**config.mk**
```make
export PLATFORM = sky130hd
export DESIGN_NAME = data_memory_arbiter
export DESIGN_NICKNAME = d
export VERILOG_FILES = /design/src/rtl/data_memory_arbiter_pkg.sv /design/src/rtl/data_memory_arbiter_rr_arbiter2.sv /design/src/rtl/data_memory_arbiter.sv
export SDC_FILE = /design/constraint.sdc
export NUM_CORES = 1
export LEC_CHECK = 0
export BUFFER_PORTS_ARGS = -buffer_cell sky130_fd_sc_hd__buf_2
export CAP_MARGIN = 40
export CORE_ASPECT_RATIO = 0.7
export CORE_UTILIZATION = 42
export CTS_CLUSTER_DIAMETER = 80
export DETAILED_ROUTE_END_ITERATION = 10
export GPL_TIMING_DRIVEN = 0
export HOLD_SLACK_MARGIN = 0.1
export PLACE_DENSITY = 0.77
export SLEW_MARGIN = 20
export SYNTH_ARGS = -nofsm -noshare
export SYNTH_HDL_FRONTEND = slang
export SYNTH_SLANG_ARGS = --single-unit
```
**constraint.sdc**
```tcl
create_clock -name clk -period 2.5 [get_ports clk]
set_clock_uncertainty 0.2 [all_clocks]
set_input_delay 0.5 -clock clk [delete_from_list [all_inputs] [get_ports clk]]
set_output_delay 0.5 -clock clk [all_outputs]
set_load 0.005 [all_outputs]
```
**src/rtl/data_memory_arbiter_pkg.sv**
```systemverilog
// data_memory_pkg: shared types and constants for the data memory arbiter.
//   arb_state_t : transaction FSM states (IDLE, ACCESS, RESP)
//   WORD_BYTES  : bytes per memory word
//   ADDR_LSB    : byte-address bits dropped to form a word index
//   req_id_t    : requester identifier (0 = core LSU, 1 = debug/DMA)
package data_memory_pkg;

  localparam int unsigned WORD_BYTES = 4;
  localparam int unsigned ADDR_LSB   = $clog2(WORD_BYTES);

  typedef enum logic [1:0] {
    IDLE   = 2'd0,
    ACCESS = 2'd1,
    RESP   = 2'd2
  } arb_state_t;

  typedef logic req_id_t;

endpackage

```
**src/rtl/data_memory_arbiter_rr_arbiter2.sv**
```systemverilog
// rr_arbiter2: two-way round-robin arbiter.
//   clk, rst_n : clock, synchronous active-low reset (pointer -> requester 0)
//   req[1:0]   : request lines
//   advance    : move the pointer past the current grant
//   grant[1:0] : one-hot grant, or zero when nothing is requested
module rr_arbiter2
  import data_memory_pkg::*;
(
  input  logic       clk,
  input  logic       rst_n,
  input  logic [1:0] req,
  input  logic       advance,
  output logic [1:0] grant
);

  req_id_t ptr_q;
  req_id_t ptr_d;

  always_comb begin
    grant = req;
    if (req == 2'b11) begin
      grant = (ptr_q == 1'b1) ? 2'b10 : 2'b01;
    end
    ptr_d = ptr_q;
    if (advance && (grant != 2'b00)) begin
      // Favour the requester that was not just served.
      ptr_d = grant[0] ? 1'b1 : 1'b0;
    end
  end

  always_ff @(posedge clk) begin
    if (!rst_n) begin
      ptr_q <= 1'b0;
    end else begin
      ptr_q <= ptr_d;
    end
  end

endmodule

```
**src/rtl/data_memory_arbiter.sv**
```systemverilog
// data_memory_arbiter: two-requester front end for a single-port synchronous
// data memory. One transaction in flight; request-to-response latency 2.
//   clk, rst_n                 : clock, synchronous active-low reset
//   rX_valid/ready             : request handshake (ready combinational in IDLE)
//   rX_write/addr/wdata        : store flag, byte address, store data
//   rX_rvalid/rdata/err        : one-cycle response pulse with data / reject flag
//   mem_addr/write_enable/
//   mem_write_data             : word index, write strobe, write data to memory
//   mem_read_data              : registered memory read output (1-cycle latency)
module data_memory_arbiter
  import data_memory_pkg::*;
#(
  parameter int N    = 32,
  parameter int SIZE = 64
) (
  input  logic         clk,
  input  logic         rst_n,
  input  logic         r0_valid,
  output logic         r0_ready,
  input  logic         r0_write,
  input  logic [N-1:0] r0_addr,
  input  logic [N-1:0] r0_wdata,
  output logic         r0_rvalid,
  output logic [N-1:0] r0_rdata,
  output logic         r0_err,
  input  logic         r1_valid,
  output logic         r1_ready,
  input  logic         r1_write,
  input  logic [N-1:0] r1_addr,
  input  logic [N-1:0] r1_wdata,
  output logic         r1_rvalid,
  output logic [N-1:0] r1_rdata,
  output logic         r1_err,
  output logic [N-1:0] mem_addr,
  output logic         mem_write_enable,
  output logic [N-1:0] mem_write_data,
  input  logic [N-1:0] mem_read_data
);

  arb_state_t   state_q, state_d;
  req_id_t      id_q, id_d;
  logic         wr_q, wr_d;
  logic         err_q, err_d;
  logic [N-1:0] maddr_q, maddr_d;
  logic [N-1:0] mwdata_q, mwdata_d;
  logic [N-1:0] r0_rdata_q, r0_rdata_d;
  logic [N-1:0] r1_rdata_q, r1_rdata_d;
  logic         r0_err_q, r0_err_d;
  logic         r1_err_q, r1_err_d;

  logic         can_grant;
  logic [1:0]   req;
  logic [1:0]   grant;
  logic         accept;
  logic         acc_ok;
  logic         acc_err;
  req_id_t      sel_id;
  logic         sel_write;
  logic [N-1:0] sel_addr;
  logic [N-1:0] sel_wdata;
  logic [N-1:0] sel_idx;

  // Requests are only visible to the arbiter when a grant may be issued.
  always_comb begin
    can_grant = rst_n && (state_q == IDLE);
    req       = {r1_valid, r0_valid} & {2{can_grant}};
  end

  rr_arbiter2 u_arb (
    .clk     (clk),
    .rst_n   (rst_n),
    .req     (req),
    .advance (accept),
    .grant   (grant)
  );

  always_comb begin
    accept    = (grant != 2'b00);
    sel_id    = grant[1];
    sel_write = sel_id ? r1_write : r0_write;
    sel_addr  = sel_id ? r1_addr  : r0_addr;
    sel_wdata = sel_id ? r1_wdata : r0_wdata;
    sel_idx   = sel_addr >> ADDR_LSB;
    acc_err   = (sel_addr[ADDR_LSB-1:0] != '0) || (sel_idx >= N'(SIZE));
    acc_ok    = accept && !acc_err;

    state_d = state_q;
    case (state_q)
      IDLE:    if (accept) state_d = ACCESS;
      ACCESS:  state_d = RESP;
      RESP:    state_d = IDLE;
      default: state_d = IDLE;
    endcase

    id_d     = accept ? sel_id : id_q;
    wr_d     = accept ? sel_write : wr_q;
    err_d    = accept ? acc_err : err_q;
    maddr_d  = acc_ok ? sel_idx : maddr_q;
    mwdata_d = acc_ok ? sel_wdata : mwdata_q;

    // Memory read data is valid during ACCESS; latch it into the granted
    // requester's response register so the other side stays untouched.
    r0_rdata_d = r0_rdata_q;
    r1_rdata_d = r1_rdata_q;
    r0_err_d   = r0_err_q;
    r1_err_d   = r1_err_q;
    if (state_q == ACCESS) begin
      if (id_q == 1'b0) begin
        r0_rdata_d = (!wr_q && !err_q) ? mem_read_data : '0;
        r0_err_d   = err_q;
      end else begin
        r1_rdata_d = (!wr_q && !err_q) ? mem_read_data : '0;
        r1_err_d   = err_q;
      end
    end

    r0_ready         = grant[0];
    r1_ready         = grant[1];
    r0_rvalid        = rst_n && (state_q == RESP) && (id_q == 1'b0);
    r1_rvalid        = rst_n && (state_q == RESP) && (id_q == 1'b1);
    r0_rdata         = r0_rdata_q;
    r1_rdata         = r1_rdata_q;
    r0_err           = r0_err_q;
    r1_err           = r1_err_q;
    // Index and data reach the memory in the accept cycle itself.
    mem_addr         = maddr_d;
    mem_write_data   = mwdata_d;
    mem_write_enable = acc_ok && sel_write;
  end

  always_ff @(posedge clk) begin
    if (!rst_n) begin
      state_q    <= IDLE;
      id_q       <= 1'b0;
      wr_q       <= 1'b0;
      err_q      <= 1'b0;
      maddr_q    <= '0;
      mwdata_q   <= '0;
      r0_rdata_q <= '0;
      r1_rdata_q <= '0;
      r0_err_q   <= 1'b0;
      r1_err_q   <= 1'b0;
    end else begin
      state_q    <= state_d;
      id_q       <= id_d;
      wr_q       <= wr_d;
      err_q      <= err_d;
      maddr_q    <= maddr_d;
      mwdata_q   <= mwdata_d;
      r0_rdata_q <= r0_rdata_d;
      r1_rdata_q <= r1_rdata_d;
      r0_err_q   <= r0_err_d;
      r1_err_q   <= r1_err_d;
    end
  end

endmodule

```
==> results.cfg <==
[global_routing]
grt_max_degree = 17
grt_usage = 0.270
grt-busiest-layer = met2
grt_pass1_wl_mm = 31.0
grt_pass1_vias = 5790
overflow = 0
met3_usage = 0.0888
grtUsageMet1 = 0.380
antenna_found_initial = 0
globalRouteMet2Util = 0.395

[clock_network]
path_clk_slew_ns = 0.06
clk_latency_ns = 0.40
cts_tree = done
htreeDepth = 4
clock-sinks = 136
cts_buffers = 17
ctsHoldBuffers = 0
clock-root-buffer = clkbuf_16
clock_tree.buffer_depth = 2

[finish]
nets = 1167
multi_input_area_um2 = 3250
fill_cells = 1186
final_core_util = 0.642
area_growth_pct = 49.0
layout_common_cells = buf_2 (301), dfxtp_1 (134), nand2_1 (77)
mostFrequentLayoutCell = buf_2
seq_area_um2 = 2730
layout-drive-gt1-share = 0.456
antenna_cells = 0

[critical_path]
required_ns = 1.80
cp_slowest_cell = dfxtp_2
criticalPathCategory = register to output pin
cp_slowest_stage_delay_ns = 0.33
critical_path.cell_chain = nor3b_4 -> nand3_4 -> inv_4 -> mux2i_4 -> nand2_2 -> buf_12 -> buf_8 -> a21o_1 -> buf_2
crit_arrival_ns = 2.38
cp.buffers_inverters = 4
worstPathMaxFanout = 9
critPathCaptureType = output pin
cpLargestDelayFamily = simple AND/OR/NAND/NOR gates
start_kind = register

[synthesis]
ys_types = 35
yosysSeqAreaShare = 0.452
synthCells = 661
synth_top_area_share = 0.452
synth.ff_latch_count = 136
yosys.area.top_type = dfxtp_1
netlist_area_um2 = 6020
synth.avg_cell_area_um2 = 9.11
syn_nets = 827
synth_area_leaders = dfxtp_1 (45%), a21boi_0 (8.5%), nand3_1 (6.2%), and3_1 (6.1%), mux2_2 (5.4%)
yosys_warnings = 0

[routing]
drc = 0
wl_per_cell_um = 17.2
vias_per_cell = 5.30
drt_wl_total_mm = 20.7
dr.pass1.iters = 5
final_antenna_net_count = 0
drt_iter0_markers = 316
vias = 6378

[run_status]
status = finished with violations
violations = setup timing

[sta]
slew_violations = 0
finalCritPeriodShare = 1.23
whs_ns = 0.169
worst_slack_ns = -0.585
rsz0062_at_grt = yes
setup_viol_count_final = 65
period_minus_slack_ns = 3.08
hold_viol_final = 0
worstMarginPinSlew_ns = 0.755
slew_headroom = 0.495
fmax_mhz = 324

[power]
p_int_mw = 4.18
leakage_nw = 4.59
combPwrFrac = 0.102
swShare = 0.233
switchingPower_mw = 1.27
p_per_area_nw_per_um2 = 608
ir_drop_mv = 0.417
pwr-share-seq = 0.410
p_clk_frac = 0.488
total_power_mw = 5.45

[floorplan]
ios = 301
rows = 36
die_w_um = 145
core_um2 = 14000
die-area_um2 = 14800
start_util = 0.431
die_h_um = 102

[placement]
io_buffer_count = 300
hpwl_mm = 14.9
globalplace.congestion = 0.838

[worst_hold_path]
worstHoldPathType = primary input to register

[flow_run]
max_cap_violations = 0
layout make-up:
type	count	area share
Multi-Input combinational cell	462	0.362
Sequential cell	136	0.304
Timing Repair Buffer	322	0.191
Clock buffer	20	0.0509
Buffer	60	0.0457
Tap cell	190	0.0265
Clock inverter	11	0.0192
Inverter	2	0.00112
timing repair:
| action | 4_1_cts | 5_1_grt |
|---|---|---|
| buffers inserted | 14 | 2 |
| pin swaps | 18 | 2 |
| cloned | 4 | 2 |
| resized for setup | 80 | 23 |
| endpoints found under the hold margin | 0 | 0 |
| endpoints found under the setup margin | 65 | 68 |
logic make-up after synthesis:
logic type | synth area share
buffers and inverters | 0.0434
AND/OR/NAND/NOR | 0.235
AO/OA/AOI/OAI | 0.193
multiplexers | 0.0763
flip-flops | 0.452
cells in the mapped netlist, drive strengths merged:
master and n:
a21boi 73, nand4 4, buf 14, nor2b 3, mux2i 2, nor4 8, mux2 39, nor3 5
nor2 5, o21ai 6, a21oi 1, clkbuf 47, nand3 75, o211a 2, a21o 33, inv 2
nand2b 2, and4b 1, nor3b 1, nand2 78, o32ai 1, o22a 1, nor4bb 1, dfxtp 136
and3 59, a31o 33, and2 29
power by group through the flow:
| stage | clock network (mW) | logic (mW) | registers [mW] |
|---|---|---|---|
| finish | 2.66 | 0.555 | 2.24 |
| global placement | 0 | 0.500 | 2.28 |
| CTS | 2.69 | 0.542 | 2.24 |
| detailed placement | 0 | 0.502 | 2.28 |
| floorplan | 0 | 0.232 | 2.28 |
| global route | 2.81 | 0.600 | 2.24 |
state kept, by name, indices dropped and copies added, names as in the netlist:
register / cells
r0_rdata: 32
wr_q: 1
r0_err: 1
maddr_q: 32
mwdata_q: 32
id_q: 1
r1_rdata: 32
err_q: 1
u_arb.ptr_q: 1
state_q: 2
r1_err: 1
worst reg2reg max path: stages (launching register included):
cell and delay, ns:
dfxtp_2 0.33, nor3b_4 0.30, nand3_4 0.20, inv_4 0.12, mux2i_4 0.28, nand2_2 0.12
buf_4 0.15, buf_2 0.17, buf_2 0.21, a31o_1 0.24
final timing paths:
path                     startpoint      endpoint  slack, ns  depth (start not counted)
hold / removal    mem_read_data[22]  r1_rdata[22]       0.17                          3
setup reg to reg         state_q[0]  mwdata_q[17]       0.07                          9
setup / recovery         state_q[0]   mem_addr[4]      -0.58                          9
hold reg to reg        mwdata_q[30]  mwdata_q[30]       0.26                          2
routing by layer:
layer / part of all wire / vias to the layer above
li1: - / 3039
met1: 0.47 / 3055
met2: 0.43 / 262
met3: 0.090 / 22
met4: 0.0090 / 0
met5: 0 / -
metrics by stage:
| stage | std cells | setup TNS [ns] | cell area (um2) | setup WS, ns |
|---|---|---|---|---|
| after global routing | 1203 | -40.96 | 8970 | -0.677 |
| after global placement | 1151 | -64.58 | 7800 | -0.803 |
| after floorplan | 661 | -1.37 | 6060 | -0.0440 |
| after detailed placement | 1151 | -65.87 | 7800 | -0.810 |
| after CTS | 1199 | -32.24 | 8870 | -0.542 |
| final | 1203 | -35.01 | 8970 | -0.585 |
Power figures use the tool's default switching activity.
